==> config.mk <==
export PLATFORM = sky130hd
export DESIGN_NAME = pipeline_ctrl_seq
export DESIGN_NICKNAME = d
export VERILOG_FILES = /design/src/rtl/pipeline_ctrl_seq_pkg.sv /design/src/rtl/sat_counter.sv /design/src/rtl/pipeline_ctrl_seq.sv
export SDC_FILE = /design/constraint.sdc
export NUM_CORES = 1
export LEC_CHECK = 0
export CORE_MARGIN = 3
export CORE_UTILIZATION = 28
export DETAILED_ROUTE_END_ITERATION = 16
export PLACE_DENSITY = 0.47
export SLEW_MARGIN = 20
export SYNTH_ARGS = -nofsm -noshare
export SYNTH_HDL_FRONTEND = slang
export SYNTH_HIERARCHICAL = 1
export SYNTH_SLANG_ARGS = --single-unit
==> constraint.sdc <==
create_clock -name clk -period 2.65 [get_ports clk]
set_input_delay 0.6625 -clock clk [delete_from_list [all_inputs] [get_ports clk]]
set_output_delay 0.6625 -clock clk [all_outputs]
set_load 0.05 [all_outputs]
==> src/rtl/pipeline_ctrl_seq_pkg.sv <==
// Shared types and defaults for the 5-stage pipeline sequencer.
package pipeline_ctrl_seq_pkg;

  localparam int unsigned MEM_TIMEOUT_DEF = 64;
  localparam int unsigned CNT_W_DEF       = 16;

  typedef enum logic [1:0] {
    RUN      = 2'd0,
    MEM_WAIT = 2'd1,
    ERR      = 2'd2
  } state_e;

  // Per-stage register enables and bubble controls, MSB = PC/nPC enable
  typedef struct packed {
    logic pc_le;
    logic ifid_le;
    logic idex_le;
    logic exmem_le;
    logic memwb_le;
    logic flush_d;
    logic flush_e;
    logic flush_w;
  } stage_ctrl_t;

  localparam stage_ctrl_t CTRL_RUN    = stage_ctrl_t'(8'b11111_000);
  localparam stage_ctrl_t CTRL_LU     = stage_ctrl_t'(8'b00111_010);
  localparam stage_ctrl_t CTRL_ANNUL  = stage_ctrl_t'(8'b11111_100);
  localparam stage_ctrl_t CTRL_FREEZE = stage_ctrl_t'(8'b00000_001);
  localparam stage_ctrl_t CTRL_HALT   = stage_ctrl_t'(8'b00000_000);

endpackage

==> src/rtl/sat_counter.sv <==
// Up-counter that sticks at all-ones instead of wrapping.
module sat_counter #(
  parameter int unsigned CNT_W = 16
) (
  input  logic             clk,
  input  logic             rst_n,
  input  logic             inc,
  output logic [CNT_W-1:0] cnt
);

  logic [CNT_W-1:0] cnt_q;
  logic [CNT_W-1:0] cnt_d;

  always_comb begin
    cnt_d = cnt_q;
    if (inc && (cnt_q != {CNT_W{1'b1}})) begin
      cnt_d = cnt_q + CNT_W'(1);
    end
  end

  always_ff @(posedge clk or negedge rst_n) begin
    if (!rst_n) begin
      cnt_q <= '0;
    end else begin
      cnt_q <= cnt_d;
    end
  end

  assign cnt = cnt_q;

endmodule

==> src/rtl/pipeline_ctrl_seq.sv <==
// Pipeline sequencer: merges load-use stalls, EX redirects and the data-memory
// handshake into one set of stage enables/bubbles, with stall/flush counters.
module pipeline_ctrl_seq
  import pipeline_ctrl_seq_pkg::*;
#(
  parameter int unsigned MEM_TIMEOUT = MEM_TIMEOUT_DEF,
  parameter int unsigned CNT_W       = CNT_W_DEF
) (
  input  logic             clk,
  input  logic             rst_n,
  input  logic             lu_hazard,
  input  logic             cti_taken_EX,
  input  logic             annul_EX,
  input  logic             mem_req_MEM,
  input  logic             mem_ready,
  output logic             pc_le,
  output logic             ifid_le,
  output logic             idex_le,
  output logic             exmem_le,
  output logic             memwb_le,
  output logic             flush_D,
  output logic             flush_E,
  output logic             flush_W,
  output logic             mem_err,
  output logic [CNT_W-1:0] stall_cnt,
  output logic [CNT_W-1:0] flush_cnt
);

  localparam int unsigned WAIT_W = $clog2(MEM_TIMEOUT);
  localparam logic [WAIT_W-1:0] WAIT_LAST = WAIT_W'(MEM_TIMEOUT - 1);

  state_e            state_q;
  state_e            state_d;
  logic [WAIT_W-1:0] wait_q;
  logic [WAIT_W-1:0] wait_d;
  logic              mem_err_q;
  logic              mem_err_d;
  stage_ctrl_t       ctrl;

  // Next-state and stage-control decode; reset forces free-running controls
  always_comb begin
    state_d   = state_q;
    wait_d    = wait_q;
    mem_err_d = mem_err_q;
    ctrl      = CTRL_RUN;
    if (rst_n) begin
      unique case (state_q)
        RUN: begin
          if (mem_req_MEM && !mem_ready) begin
            ctrl    = CTRL_FREEZE;
            state_d = MEM_WAIT;
            wait_d  = '0;
          end else if (cti_taken_EX && annul_EX) begin
            // Delay slot in ID is squashed, so its load-use stall is moot
            ctrl = CTRL_ANNUL;
          end else if (lu_hazard) begin
            ctrl = CTRL_LU;
          end
        end
        MEM_WAIT: begin
          if (mem_ready) begin
            state_d = RUN;
            wait_d  = '0;
          end else begin
            ctrl = CTRL_FREEZE;
            if (wait_q == WAIT_LAST) begin
              state_d   = ERR;
              mem_err_d = 1'b1;
              wait_d    = '0;
            end else begin
              wait_d = wait_q + WAIT_W'(1);
            end
          end
        end
        ERR: begin
          ctrl      = CTRL_HALT;
          mem_err_d = 1'b1;
        end
        default: begin
          ctrl    = CTRL_HALT;
          state_d = RUN;
        end
      endcase
    end
  end

  always_ff @(posedge clk or negedge rst_n) begin
    if (!rst_n) begin
      state_q   <= RUN;
      wait_q    <= '0;
      mem_err_q <= 1'b0;
    end else begin
      state_q   <= state_d;
      wait_q    <= wait_d;
      mem_err_q <= mem_err_d;
    end
  end

  assign pc_le    = ctrl.pc_le;
  assign ifid_le  = ctrl.ifid_le;
  assign idex_le  = ctrl.idex_le;
  assign exmem_le = ctrl.exmem_le;
  assign memwb_le = ctrl.memwb_le;
  assign flush_D  = ctrl.flush_d;
  assign flush_E  = ctrl.flush_e;
  assign flush_W  = ctrl.flush_w;
  assign mem_err  = mem_err_q;

  sat_counter #(.CNT_W(CNT_W)) u_stall_cnt (
    .clk   (clk),
    .rst_n (rst_n),
    .inc   (~ctrl.pc_le),
    .cnt   (stall_cnt)
  );

  sat_counter #(.CNT_W(CNT_W)) u_flush_cnt (
    .clk   (clk),
    .rst_n (rst_n),
    .inc   (ctrl.flush_d | ctrl.flush_e),
    .cnt   (flush_cnt)
  );

endmodule

==> results.py <==
metrics = {
    "job": {
        "cap_violations": 0,
    },
    "floorplanning": {
        "design.die.area_um2": 9320,
        "die_x_um": 96.5,
        "die_y_um": 96.5,
        "rows": 32,
        "start_util_pct": 29.2,
        "ios": 48,
        "core_region_area_um2": 7850,
    },
    "placement": {
        "detailed_place_hpwl_mm": 4.19,
        "io_buffer_count": 47,
        "dp_slack_ns": -0.305,
        "gp_congestion": 0.750,
    },
    "final_layout": {
        "synthToLayoutAreaGrowth_pct": 38.9,
        "finish.utilization_pct": 40.6,
        "regArea_um2": 1030,
        "fin_nets": 299,
        "multi_input_area_um2": 1250,
        "drive_gt1_share_pct": 22.5,
        "fillers": 821,
        "antenna_cells": 0,
    },
    "synth": {
        "syn_area_um2": 2290,
        "yosys_warnings": 6,
        "synth_seq_area_share_pct": 44.7,
        "synth_top_area_share_pct": 44.7,
        "yosys.area_share.simple_pct": 29.8,
        "synthesis.nets": 227,
        "ys.flop_type": "dfrtp_1",
        "syn_area_per_cell_um2": 10.6,
        "synth.most_common_cell": "dfrtp_1",
        "ys_top_cells_by_count": "41 x dfrtp_1, 19 x nand4_1, 17 x nand2_1",
        "async_flop_share_pct": 100,
        "synthAdderAreaFrac_pct": 1.64,
        "synth_top_cell_by_area": "dfrtp_1",
        "synth-edff-count": 0,
        "synth.distinct_cells": 43,
        "synth_top_family_by_area": "simple AND/OR/NAND/NOR gates",
        "synthXorXnorAreaFrac_pct": 5.34,
        "ys_ff_latch": 41,
        "syn_inst": 217,
        "synth_mux_area_share_pct": 0.981,
        "synth-compound-area-share_pct": 15.3,
        "yosys-top-cells-area": "dfrtp_1 45%, nand4_1 5.2%, xnor2_1 3.8%",
    },
    "clocking": {
        "htree_levels": 2,
        "clock_path_buffers": 2,
        "postCtsSetupRepairBufs": 0,
        "holdBufCountCts": 0,
        "insertion_delay_ns": 0.29,
        "cts-root-buf": "clkbuf_8",
        "numCtsBuffers": 5,
        "numClockSinks": 41,
        "clk_pin_slew_worst_paths_ns": 0.08,
        "cts_tree": "built",
    },
    "route": {
        "vias_per_cell": 4.95,
        "dr.pass1.iters": 4,
        "wl_per_cell_um": 14.7,
        "num_vias": 1936,
        "drc_errors": 0,
        "finalWirelength_mm": 5.73,
        "detail-route-antenna-nets": 0,
        "first_iter_violations": 88,
    },
    "global_routing": {
        "grt_max_degree": 28,
        "grt_overflow": 0,
        "grt_pass1_vias": 2009,
        "track_usage_pct": 13.5,
        "antenna_found_initial": 0,
        "grt_pass1_wl_mm": 9.69,
    },
    "sta": {
        "finalHoldViolations": 0,
        "drv_slew": 0,
        "max_slew_margin_pct": 66.2,
        "period_needed_ns": 2.55,
        "grt_setup_unrepaired": "no",
        "post-route-period-util_pct": 96.4,
        "setup_viol": 0,
        "setup_slack_ns": 0.0967,
        "hold_slack_ns": 0.373,
        "tightest_slew_ns": 0.506,
        "fmax_ghz": 0.392,
        "fin_worst_skew_ns": 0.00282,
    },
    "pwr": {
        "p_per_area_nw_per_um2": 629,
        "total_power_mw": 2.01,
        "vdd_drop_max_v": 0.000434,
        "cellLeakagePower_nw": 1.35,
    },
    "status": {
        "run_status": "completed",
    },
    "critical_path": {
        "crit_type": "primary input to primary output",
        "crit_fanout": 2,
        "endpoint_kind": "primary output",
        "crit_arrival_ns": 1.89,
        "cp-start-kind": "primary input",
        "crit_required_ns": 1.99,
    },
    "min_path": {
        "hp-class": "primary input to async pin",
    },
}
-- cells by family (layout without fill, tap and decap cells) --
logic type | after synthesis | in the layout
DFF | 41 | 41
AOI/OAI and AO/OA | 51 | 51
and+or+nand+nor | 97 | 97
adders and majority gates | 3 | 3
buffers and inverters | 9 | 81
muxes | 2 | 2
xor gates and xnor gates | 14 | 14
-- worst max-delay path, cell delays in order --
cell and delay (ns):
clkdlybuf4s50_1 0.48, nand2_1 0.12, nand2_2 0.12, nor2_1 0.07, o21ai_2 0.26, buf_12 0.18
-- layer usage --
layer,global-route usage (%),part of all wire [%],vias to the layer above
met4,4.67,1.0,0
li1,-,-,973
met1,17.9,48,913
met5,0,0,-
met2,21.8,47,46
met3,2.63,3.8,4
-- final timing paths --
check                                        from                              end  slack, ns  cells past startpoint
hold / removal                              rst_n            wait_q[1]$_DFFE_PN0P_       0.37                      2
setup / recovery                     cti_taken_EX                            pc_le        0.1                      6
max in group asynchronous                   rst_n   u_flush_cnt/cnt[5]$_DFFE_PN0P_       1.62                      3
setup reg to reg           state_q[1]$_DFFE_PN0P_  u_flush_cnt/cnt[15]$_DFFE_PN0P_       0.52                      7
min in group clk              mem_err$_DFFE_PN0P_              mem_err$_DFFE_PN0P_       0.46                      1
hold reg to reg               mem_err$_DFFE_PN0P_              mem_err$_DFFE_PN0P_       0.46                      1
-- power breakdown --
part	internal [mW]	switching [mW]	total [mW]
clock network	0.207	0.211	0.418
logic	0.270	0.474	0.744
registers	0.704	0.140	0.844
-- final cells by class --
cell class | instances | share of cell area, %
Tap cell | 102 | 4.00
Clock buffer | 7 | 2.71
Sequential cell | 41 | 32.2
Timing Repair Buffer | 71 | 21.5
Multi-Input combinational cell | 167 | 39.2
Inverter | 3 | 0.353
-- per-stage QoR --
step | setup TNS (ns) | area [µm²] | instances
after floorplan | -0.227 | 2290 | 217
after global placement | -3.99 | 3070 | 384
after detailed placement | -4.20 | 3070 | 384
after CTS | 0 | 3190 | 391
after global routing | 0 | 3190 | 391
final | 0 | 3190 | 391
-- placed cells by master (no fill, tap or decap), types with 2 or more instances in the layout --
| cell type | synthesis | final |
|---|---|---|
| a21oi_1 | 9 | 9 |
| a31oi_1 | 7 | 7 |
| a32oi_1 | 2 | 2 |
| and3_1 | 6 | 6 |
| and4_1 | 2 | 2 |
| and4_2 | 2 | 2 |
| and4_4 | 2 | 2 |
| and4b_1 | 2 | 2 |
| buf_12 | 0 | 5 |
| buf_4 | 4 | 27 |
| clkbuf_8 | 0 | 6 |
| clkdlybuf4s50_1 | 0 | 36 |
| dfrtp_1 | 41 | 41 |
| dlygate4sd2_1 | 0 | 2 |
| ha_1 | 3 | 3 |
| inv_1 | 3 | 3 |
| mux2_1 | 2 | 2 |
| nand2_1 | 17 | 16 |
| nand3_1 | 14 | 14 |
| nand3_4 | 2 | 2 |
| nand4_1 | 19 | 19 |
| nand4_2 | 2 | 2 |
| nand4_4 | 2 | 2 |
| nor2_1 | 13 | 11 |
| nor2_2 | 2 | 2 |
| nor2_4 | 0 | 2 |
| nor3_2 | 2 | 2 |
| nor4_4 | 4 | 4 |
| o211ai_1 | 2 | 2 |
| o21a_1 | 11 | 11 |
| o21ai_0 | 11 | 10 |
| o31ai_4 | 2 | 2 |
| xnor2_1 | 10 | 10 |
| xor2_1 | 4 | 4 |
-- sequential cells by signal (all words and copies together), names as in the netlist --
name	flops
state_q	2
wait_q	6
u_flush_cnt/cnt	16
mem_err	1
u_stall_cnt/cnt	16
-- repair_timing --
item,CTS,global route
pin swaps,3,1
gates resized for setup,10,1
setup endpoints to repair,8,2
No activity file was read; power rests on OpenSTA's default activity.
